===== config.mk =====
export PLATFORM = sky130hd
export DESIGN_NAME = fifo_burst_framer_flat
export DESIGN_NICKNAME = d
export VERILOG_FILES = /design/src/rtl/fifo_burst_framer_if.sv /design/src/rtl/fifo_burst_framer.sv /design/src/flat_wrapper.sv
export SDC_FILE = /design/constraint.sdc
export NUM_CORES = 1
export LEC_CHECK = 0
export CORE_MARGIN = 2
export CORE_UTILIZATION = 51
export DETAILED_ROUTE_END_ITERATION = 7
export PLACE_DENSITY = 0.78
export SETUP_SLACK_MARGIN = 0.02
export SYNTH_ARGS = -nofsm -noshare
export SYNTH_HDL_FRONTEND = slang
export SYNTH_SLANG_ARGS = --single-unit

===== constraint.sdc =====
create_clock -name clk -period 2.25 [get_ports clk]
set_input_delay 0.3375 -clock clk [delete_from_list [all_inputs] [get_ports clk]]
set_output_delay 0.3375 -clock clk [all_outputs]
set_load 0.02 [all_outputs]

===== src/rtl/fifo_burst_framer_if.sv =====
// rtl/fifo_burst_framer_if.sv - FWFT FIFO read port plus framed output stream
interface fifo_burst_framer_if #(
  parameter int DATA_WIDTH  = 8,
  parameter int DEPTH_WIDTH = 5
);
  logic [DATA_WIDTH-1:0]  fifo_dout;
  logic                   fifo_empty;
  logic [DEPTH_WIDTH-1:0] fifo_cnt;
  logic                   fifo_rd_en;
  logic [DATA_WIDTH-1:0]  m_data;
  logic                   m_valid;
  logic                   m_last;
  logic [DEPTH_WIDTH-1:0] m_len;
  logic                   m_ready;

  // framer side: consumes the FIFO, produces the stream
  modport master (
    input  fifo_dout, fifo_empty, fifo_cnt, m_ready,
    output fifo_rd_en, m_data, m_valid, m_last, m_len
  );

  // environment side: FIFO read port and stream sink
  modport slave (
    output fifo_dout, fifo_empty, fifo_cnt, m_ready,
    input  fifo_rd_en, m_data, m_valid, m_last, m_len
  );
endinterface


===== src/rtl/fifo_burst_framer.sv =====
// rtl/fifo_burst_framer.sv - drains a FWFT FIFO into bounded, length-tagged bursts
module fifo_burst_framer #(
  parameter int DATA_WIDTH  = 8,
  parameter int DEPTH_WIDTH = 5,
  parameter int BURST_LEN   = 16,
  parameter int TIMEOUT     = 64,
  parameter int TO_WIDTH    = 16
) (
  input  logic                clk,
  input  logic                rst,
  fifo_burst_framer_if.master bus,
  output logic                busy
);

  typedef enum logic {S_IDLE, S_BURST} state_t;

  localparam logic [DEPTH_WIDTH-1:0] LP_BURST_LEN = DEPTH_WIDTH'(BURST_LEN);
  localparam logic [TO_WIDTH-1:0]    LP_TIMEOUT   = TO_WIDTH'(TIMEOUT);
  localparam bit                     LP_TO_EN     = (TIMEOUT != 0);

  state_t                 r_state;
  logic [DEPTH_WIDTH-1:0] r_len;
  logic [DEPTH_WIDTH-1:0] r_beat;
  logic [TO_WIDTH-1:0]    r_timer;
  logic [DATA_WIDTH-1:0]  r_m_data;
  logic                   r_m_valid;
  logic                   r_m_last;
  logic [DEPTH_WIDTH-1:0] r_m_len;

  logic w_cnt_start;
  logic w_to_start;
  logic w_rd_en;
  logic w_last_rd;

  // A full burst's worth buffered always wins over the flush timer.
  assign w_cnt_start = (r_state == S_IDLE) && (bus.fifo_cnt >= LP_BURST_LEN);
  assign w_to_start  = (r_state == S_IDLE) && LP_TO_EN && !bus.fifo_empty &&
                       (r_timer == LP_TIMEOUT);

  // Pop only when the output register is free or being drained this cycle;
  // gated by rst so nothing is popped while the burst is being abandoned.
  assign w_rd_en   = !rst && (r_state == S_BURST) && !bus.fifo_empty &&
                     (!r_m_valid || bus.m_ready);
  assign w_last_rd = w_rd_en && (r_beat == r_len - DEPTH_WIDTH'(1));

  assign bus.fifo_rd_en = w_rd_en;
  assign bus.m_data     = r_m_data;
  assign bus.m_valid    = r_m_valid;
  assign bus.m_last     = r_m_last;
  assign bus.m_len      = r_m_len;
  assign busy           = (r_state == S_BURST) || r_m_valid;

  // Burst FSM, flush timer, beat counter and registered stream outputs.
  always_ff @(posedge clk) begin
    if (rst) begin
      r_state   <= S_IDLE;
      r_len     <= '0;
      r_beat    <= '0;
      r_timer   <= '0;
      r_m_data  <= '0;
      r_m_valid <= 1'b0;
      r_m_last  <= 1'b0;
      r_m_len   <= '0;
    end else begin
      case (r_state)
        S_IDLE: begin
          if (w_cnt_start) begin
            r_len   <= LP_BURST_LEN;
            r_beat  <= '0;
            r_timer <= '0;
            r_state <= S_BURST;
          end else if (w_to_start) begin
            // fifo_cnt is below BURST_LEN and non-zero here, so len stays legal
            r_len   <= bus.fifo_cnt;
            r_beat  <= '0;
            r_timer <= '0;
            r_state <= S_BURST;
          end else if (bus.fifo_empty) begin
            r_timer <= '0;
          end else if (r_timer < LP_TIMEOUT) begin
            r_timer <= r_timer + TO_WIDTH'(1);
          end
        end
        S_BURST: begin
          if (w_rd_en) begin
            r_beat <= r_beat + DEPTH_WIDTH'(1);
            if (w_last_rd) begin
              r_state <= S_IDLE;
            end
          end
        end
        default: r_state <= S_IDLE;
      endcase

      if (w_rd_en) begin
        r_m_data  <= bus.fifo_dout;
        r_m_valid <= 1'b1;
        r_m_last  <= w_last_rd;
        r_m_len   <= r_len;
      end else if (bus.m_ready) begin
        r_m_valid <= 1'b0;
        r_m_last  <= 1'b0;
      end
    end
  end

endmodule

===== src/flat_wrapper.sv =====
// flat-port wrapper written by rule: the top's interface ports become plain ports
module fifo_burst_framer_flat 
#(
  parameter int DATA_WIDTH  = 8,
  parameter int DEPTH_WIDTH = 5,
  parameter int BURST_LEN   = 16,
  parameter int TIMEOUT     = 64,
  parameter int TO_WIDTH    = 16
)
  (clk, rst, busy, bus_fifo_dout, bus_fifo_empty, bus_fifo_cnt, bus_m_ready, bus_fifo_rd_en, bus_m_data, bus_m_valid, bus_m_last, bus_m_len);
  fifo_burst_framer_if #(.DATA_WIDTH(DATA_WIDTH), .DEPTH_WIDTH(DEPTH_WIDTH)) bus_i ();
  input  logic clk;
  input  logic rst;
  output logic busy;
  input wire logic [$bits(bus_i.fifo_dout)-1:0] bus_fifo_dout;
  input wire logic [$bits(bus_i.fifo_empty)-1:0] bus_fifo_empty;
  input wire logic [$bits(bus_i.fifo_cnt)-1:0] bus_fifo_cnt;
  input wire logic [$bits(bus_i.m_ready)-1:0] bus_m_ready;
  output wire logic [$bits(bus_i.fifo_rd_en)-1:0] bus_fifo_rd_en;
  output wire logic [$bits(bus_i.m_data)-1:0] bus_m_data;
  output wire logic [$bits(bus_i.m_valid)-1:0] bus_m_valid;
  output wire logic [$bits(bus_i.m_last)-1:0] bus_m_last;
  output wire logic [$bits(bus_i.m_len)-1:0] bus_m_len;
  assign bus_i.fifo_dout = bus_fifo_dout;
  assign bus_i.fifo_empty = bus_fifo_empty;
  assign bus_i.fifo_cnt = bus_fifo_cnt;
  assign bus_i.m_ready = bus_m_ready;
  assign bus_fifo_rd_en = bus_i.fifo_rd_en;
  assign bus_m_data = bus_i.m_data;
  assign bus_m_valid = bus_i.m_valid;
  assign bus_m_last = bus_i.m_last;
  assign bus_m_len = bus_i.m_len;
  fifo_burst_framer #(.DATA_WIDTH(DATA_WIDTH), .DEPTH_WIDTH(DEPTH_WIDTH), .BURST_LEN(BURST_LEN), .TIMEOUT(TIMEOUT), .TO_WIDTH(TO_WIDTH)) u_core (.clk(clk), .rst(rst), .bus(bus_i), .busy(busy));
endmodule

---- After elaboration in Yosys (flattened, before gate mapping) ----
Index checks and enable logic that the tools add are counted.
word-level totals
  output and inout port bits .............. 17
  register bits after elaboration ......... 42
  logic and storage cells ................. 54
  bits of input ports ..................... 17
cells by class
  order comparisons ....................... 2
  $add $sub $neg .......................... 3
  bitwise gates (word level) .............. 1
  multiplexer cells ....................... 18
  equality and inequality tests ........... 4
  reduce and logical (&&, ||, !) cells .... 18
operator list
  kind                     count
  $mux W16                 4
  $mux W5                  5
  $add A16 B1 Y16 const B  1
  $eq A16 B7 Y1 const B    1
  $lt A16 B7 Y1 const B    1
  $pmux W5 S2              1
  $logic_and A1 B1 Y1      7
  $mux W1                  7
  $reduce_and A2 Y1        3
  $add A5 B1 Y5 const B    1
  $eq A5 B5 Y1             1
  $ge A5 B5 Y1 const B     1
  $sub A5 B1 Y5 const B    1
  $reduce_bool A2 Y1       2
  $reduce_bool A4 Y1       1
  $logic_not A1 Y1         3
  $ne A3 B1 Y1 const B     1
  $logic_or A1 B1 Y1       2
  $ne A2 B2 Y1 const B     1
  $pmux W1 S2              1
  $not A1 Y1               1

---- Longest topological paths before layout ----
Gate-level depths: netlist of the first run.
  depth in word-level cells ............... 8
  depth in mapped cells ................... 9
  gate-level depth less buffers ........... 7

---- Worst setup path after synthesis of the first run ----
Ideal clock, no wire load.
  path type ............................... flip-flop to flip-flop
  from .................................... register u_core.r_timer[11]
  to ...................................... register u_core.r_timer[1]
  cell stages (with the launch flop) ...... 5
  path buffers ............................ 0
  required time ........................... 2.180 ns
  clock period less this slack ............ 1.892 ns
  data arrival time ....................... 1.822 ns
  path slack .............................. 0.358 ns
  library setup time ...................... 0.070 ns
  cell sequence ........................... dfxtp_1 or4_4 o41a_4 or3b_1 a21oi_1
between the ends
  word-level cells in the longest chain between the ends .. 4
  elaborated cells between the ends (all ways) .. 7
  those cells by class .................... order compare (1); eq/ne (1); mux (2); reduce/logical (3)
RTL lines
  what                                                   RTL line                 RTL
  start: declaration                                     fifo_burst_framer.sv:24  logic [TO_WIDTH-1:0] r_timer;
  start signal: assignment                               fifo_burst_framer.sv:81  r_timer <= r_timer + TO_WIDTH'(1);
  branches (longest 4 deep; another with $lt A16 B7 Y1)  n/a
Parallel ways; which one is timed is not known.
A chain may end at the register's enable or synchronous reset.

---- Worst setup path after layout of the first run ----
  from .................................... register u_core.r_timer[8]
  to ...................................... register u_core.r_timer[10]
between the ends
  word-level cells in the longest chain between the ends .. 5
  elaborated cells between the ends (all ways) .. 10
  those cells by class .................... add/sub (1); order compare (1); eq/ne (1); mux (4); reduce/logical (3)
RTL lines
  what             RTL line                 RTL
  $add A16 B1 Y16  fifo_burst_framer.sv:81
  $mux W16         fifo_burst_framer.sv:80  end else if (r_timer < LP_TIMEOUT) begin
  $mux W16         fifo_burst_framer.sv:78  end else if (bus.fifo_empty) begin
  $mux W16         fifo_burst_framer.sv:72  end else if (w_to_start) begin
  $mux W16         fifo_burst_framer.sv:67  if (w_cnt_start) begin
Several ways; a longest one is shown, not always the timed one. The select of a mux whose other input is x is not followed.

==> results of run 1 <==
## placed cells by master (no fill, tap or decap), drive strengths merged, types with 2 or more instances in the layout
master / instances
nor2: 26
dfxtp: 42
xnor2: 3
buf: 8
or2b: 2
ha: 4
and4: 3
and2: 4
nand2b: 6
or2: 2
nor3: 2
nor2b: 3
a211oi: 3
or3b: 2
nand2: 33
clkdlybuf4s50: 32
o21a: 2
nand3b: 2
or3: 2
a21oi: 26
clkbuf: 6
inv: 6
xor2: 7
nand3: 3
or4: 2
mux2i: 4
o2111ai: 2
nand4: 2
## where the power goes
group          leakage (nW)  switching (mW)  total (mW)  internal (mW)
clock network        0.0343           0.244       0.394          0.150
logic                 0.507          0.0606       0.125         0.0641
registers             0.340         0.00675       0.760          0.753
## per-stage QoR
step / power (mW) / setup TNS, ns / cell area (µm²) / hold slack [ns]
4_1_cts: 1.29 / 0 / 2310 / 0.456
6_report: 1.28 / 0 / 2310 / 0.454
3_5_place_dp: 0.903 / -0.0863 / 2250 / 0.439
2_1_floorplan: 0.838 / 0 / 1840 / 0.426
3_3_place_gp: 0.901 / -0.0723 / 2250 / 0.440
5_1_grt: 1.34 / 0 / 2310 / 0.485
## worst min-delay path: stages (launching register included)
cell     delay, ns
dfxtp_1       0.33
inv_1         0.05
a21oi_1       0.05
## worst paths after layout
check,startpoint,to,slack (ns),cells after the start
max,u_core.r_timer[8],u_core.r_timer[10],0.19,5
min,u_core.r_timer[12],u_core.r_timer[12],0.45,2
max reg2reg,u_core.r_timer[8],u_core.r_timer[10],0.19,5
min reg2reg,u_core.r_timer[12],u_core.r_timer[12],0.45,2
## state kept, by name, summed over array words and instances (netlist names)
register	count
u_core.bus.m_last	1
u_core.bus.m_valid	1
u_core.r_timer	16
u_core.bus.m_data	8
u_core.r_state	1
u_core.r_beat	5
u_core.bus.m_len	5
u_core.r_len	5
## layout make-up
| cell class | count | share of cell area |
|---|---|---|
| tap | 46 | 0.0249 |
| multi-input combinational | 157 | 0.406 |
| clock inverter | 2 | 0.00541 |
| sequential | 42 | 0.363 |
| clock buffer | 6 | 0.0222 |
| inverter | 6 | 0.00973 |
| timing repair buffer | 41 | 0.168 |
## cells by family after synthesis
group           synth area share
simple gates               0.266
flops                      0.456
compound gates             0.147
buf+inv                   0.0346
xor+xnor                  0.0475
mux                       0.0217
fa+ha+maj                 0.0271
## metal layers
layer	track usage	vias up
met4	0.0798	0
met1	0.264	698
li1	-	813
met2	0.289	32
met3	0.0352	7
met5	0	-
## what timing repair did
| item | CTS | global route |
|---|---|---|
| setup buffers | 0 | 0 |
| gates resized for setup | 1 | 0 |
| setup endpoints to repair | 1 | 0 |
==> results.toml, run 1 <==
[status]
status = "complete, no violations"

[floorplanning]
core_um2 = 3420
die_w_um = 64.1
dieArea_um2 = 4110
die_y_um = 64.1
rows = 21
initial_core_util = 0.540
io_pins = 34

[synthesis]
netlist_instances = 213
synth_cell_types = 43
netlist_top_cells_count = "42 x dfxtp_1, 33 x nand2_1, 26 x a21oi_1, 26 x nor2_1, 7 x xor2_1"
synthTopCellsByArea = "dfxtp_1 46%, a21oi_1 7.1%, nand2_1 6.7%"
synth_area_um2 = 1840
synth_nets = 234
yosys_warnings = 0
synth-edff-count = 0
synth_flop_cell = "dfxtp_1"
synth_top_cell_area_share = 0.456
yosysMostFrequentCell = "dfxtp_1"
async_flop_share = 0
syn_avg_cell_area_um2 = 8.66
synth_seq_cells = 42
synth_top_cell_by_area = "dfxtp_1"
ys_seq_area_frac = 0.456

[sta]
fin_skew_ns = 0.0112
relSlewSlack = 0.741
fmax_mhz = 485
setup_viol = 0
drv_slew = 0
fin_crit_ns = 2.06
fin_crit_sh = 0.916
rsz0062_at_grt = "no"
finalWorstSetupSlack_ns = 0.190
hold_viol = 0
worstMarginPinSlew_ns = 0.388

[finish]
seqCellArea_um2 = 841
antenna_cells = 0
fin_cells = 300
area_growth_pct = 25.4
multi_input_area_um2 = 940
final_nets = 274
final_util = 0.677
n_fill_cell = 289
drive_gt1_frac = 0.0866

[drt]
top_layer = "met4"
dr_wl_met3_um = 150
ant_nets = 0
wl_per_cell_um = 12.0
routed-wl-met2_um = 1620
wl_met1_um = 1780
drt_iter0_drc = 36
vias = 1550
wl_um = 3610
viasPerCell = 5.17
dr.pass1.iters = 4
route.detailed.drc = 0

[placement]
port_buffers = 33
place_congestion = 0.787
place_ws_ns = -0.0863
placed_cells = 292
dp_hpwl_um = 2640

[critical_path]
start_kind = "flip-flop"
critPathTopFamily = "simple AND/OR/NAND/NOR gates"
crit_path_cell_trace = "or4_1, o41a_4, nor2_1, and4_1, o21a_1"
max_stage_delay_ns = 0.58
worstSetupPathType = "flip-flop to flip-flop"
cp_max_fo = 9
cp_num_buf_inv = 0
crit_arrival_ns = 2.36
required_ns = 2.55
crit_slowest_cell = "or4_1"
end_kind = "flip-flop"

[cts]
clkLatencyLatePin_ns = 0.35
clock_sinks = 42
cts_tree = "built"
root_buffer = "clkbuf_4"
clk_path_buf_depth = 2
htree_levels = 2
cts_made_buffers = 5
path_clk_slew_ns = 0.12
hold_buffers = 0

[global_routing]
grt_pass1_wl_um = 6150
grt_max_degree = 22
grt_pass1_vias = 1353
overflow = 0
grt.total_usage = 0.190
antenna_found_initial = 0

[job]
max-cap-violations = 0

[power]
leakage_nw = 0.881
peakVddDrop_mv = 0.325
power_density_nw_per_um2 = 553

[hold_path]
hold_class = "flip-flop to flip-flop"
Note: power is estimated with default switching activity, not from simulation.
==> inputs of run 2 (changes only) <==
Settings changed: CORE_ASPECT_RATIO from default to 2.
==> run 2 against run 1 <==
Net effect: maximum frequency rose by 0.48%; power rose by 15%; global-route usage fell by 0.37 points; first-iteration DRC count up 11%; worst hold slack better by 0.00095 ns; final area up 2.2%.
==> results.toml, run 2 (synthesized netlist as in run 1, its figures left out) <==
[sta]
hold_viol = 0
fmax_mhz = 488
relSlewSlack = 0.765
fin_skew_ns = 0.00449
drv_slew = 0
fin_crit_ns = 2.05
worstMarginPinSlew_ns = 0.353
finalWorstSetupSlack_ns = 0.199
fin_crit_sh = 0.911
setup_viol = 0
rsz0062_at_grt = "no"

[job]
max-cap-violations = 0

[floorplanning]
die_y_um = 89.0
dieArea_um2 = 4140
core_um2 = 3530
initial_core_util = 0.523
io_pins = 34
rows = 31
die_w_um = 46.5

[global_routing]
grt_pass1_wl_um = 5770
grt_max_degree = 22
grt.total_usage = 0.186
grt_pass1_vias = 1386
antenna_found_initial = 0
overflow = 0

[power]
power.total_mw = 1.47
peakVddDrop_mv = 0.528
leakage_nw = 0.901
power_density_nw_per_um2 = 622

[drt]
wl_per_cell_um = 11.7
ant_nets = 0
route.detailed.drc = 0
wl_um = 3500
vias = 1538
viasPerCell = 5.13
drt_iter0_drc = 40
dr.pass1.iters = 4

[critical_path]
end_kind = "flip-flop"
crit_arrival_ns = 2.28
worstSetupPathType = "flip-flop to flip-flop"
cp_num_buf_inv = 0
max_stage_delay_ns = 0.56
rr_endpoint = "u_core.r_timer[10]"
crit_path_cell_trace = "or4_4, o41a_4, nor2_1, and4_1, o21a_1"
crit_slowest_cell = "or4_4"
ff2ff_path_depth = 5
reg2reg_from = "u_core.r_timer[11]"
reg2reg_slack_ns = 0.20
critPathTopFamily = "simple AND/OR/NAND/NOR gates"
required_ns = 2.48
cp_max_fo = 9
startpoint = "u_core.r_timer[11]"
start_kind = "flip-flop"

[hold_path]
hold_class = "flip-flop to flip-flop"
hold-path-cell-count = 2
min-delay-start = "u_core.r_timer[12]"
whs_endpoint = "u_core.r_timer[12]"

[finish]
final_common_cell = "dfxtp_1"
final_nets = 272
largest_register = "u_core.r_timer"
drive_gt1_frac = 0.0757
area_growth_pct = 28.2
seqCellArea_um2 = 841
n_fill_cell = 289
antenna_cells = 0
layout_common_cells = "42 x dfxtp_1, 33 x nand2_1, 32 x clkdlybuf4s50_1, 26 x nor2_1, 26 x a21oi_1"
largest_register_ffs = 16
multi_input_area_um2 = 940

[cts]
clock_sinks = 42
cts_tree = "built"
htree_levels = 2
path_clk_slew_ns = 0.07
clk_path_buf_depth = 2
cts_setup_buffers = 0
clkLatencyLatePin_ns = 0.29
cts_made_buffers = 5
root_buffer = "clkbuf_8"

[status]
status = "complete, no violations"

[placement]
place_congestion = 0.802
dp_hpwl_um = 2570
port_buffers = 33
place_ws_ns = -0.0628
run 2: area by class of cell:
| class | count | area share |
|---|---|---|
| well taps | 49 | 0.0259 |
| clock buffers | 6 | 0.0349 |
| multi-input cells | 157 | 0.398 |
| flip-flops and latches | 42 | 0.356 |
| repair buffers | 39 | 0.164 |
| inverters | 6 | 0.00953 |
| clock inverters | 1 | 0.0127 |
run 2: how the worst max path moves through the flow:
| stage | endpoint | slack [ns] | cells after the start |
|---|---|---|---|
| final | u_core.r_timer[10] | 0.20 | 5 |
| after global routing | u_core.r_timer[10] | 0.09 | 5 |
| after CTS | u_core.r_timer[10] | 0.19 | 5 |
| after detailed placement | bus_fifo_rd_en | -0.06 | 5 |
| after global placement | bus_fifo_rd_en | -0.06 | 5 |
| after floorplan | u_core.r_timer[1] | 0.36 | 4 |
run 2: repair_timing:
action | in CTS | in global routing
endpoints found under the setup margin | 1 | 0
gates resized for setup | 1 | 0
hold buffers | 0 | 0
run 2: tightest hold or removal path, stage by stage, from the launching register on:
cell and delay [ns]:
dfxtp_1 0.31, inv_1 0.05, a21oi_1 0.05
run 2: per-stage QoR:
stage	std cells	instance area [µm²]	hold WS (ns)	utilization	TNS [ns]
after floorplan	213	1840	0.426	-	0
after global placement	293	2250	0.439	0.638	-0.0615
after detailed placement	293	2250	0.443	0.638	-0.0628
after CTS	300	2360	0.455	0.670	0
after global routing	300	2360	0.475	0.670	0
final	300	2360	0.455	0.670	0
run 2: routing by layer:
layer	track usage	up-vias	part of all wire	routed length (µm)
met4	0.0623	0	0.013	45
met5	0	-	0	0
met3	0.0444	5	0.041	143
met1	0.229	693	0.46	1620
li1	-	804	-	-
met2	0.308	36	0.48	1690
run 2: power breakdown:
part,switching [mW],internal [mW]
Clock,0.235,0.355
Combinational,0.0588,0.0627
Sequential,0.00671,0.753
==> inputs of run 3 (changes only) <==
Settings changed: CAP_MARGIN from default to 20.
==> results of run 3 <==
Same layout as run 2: the final DEF is identical, and so are final timing and power.
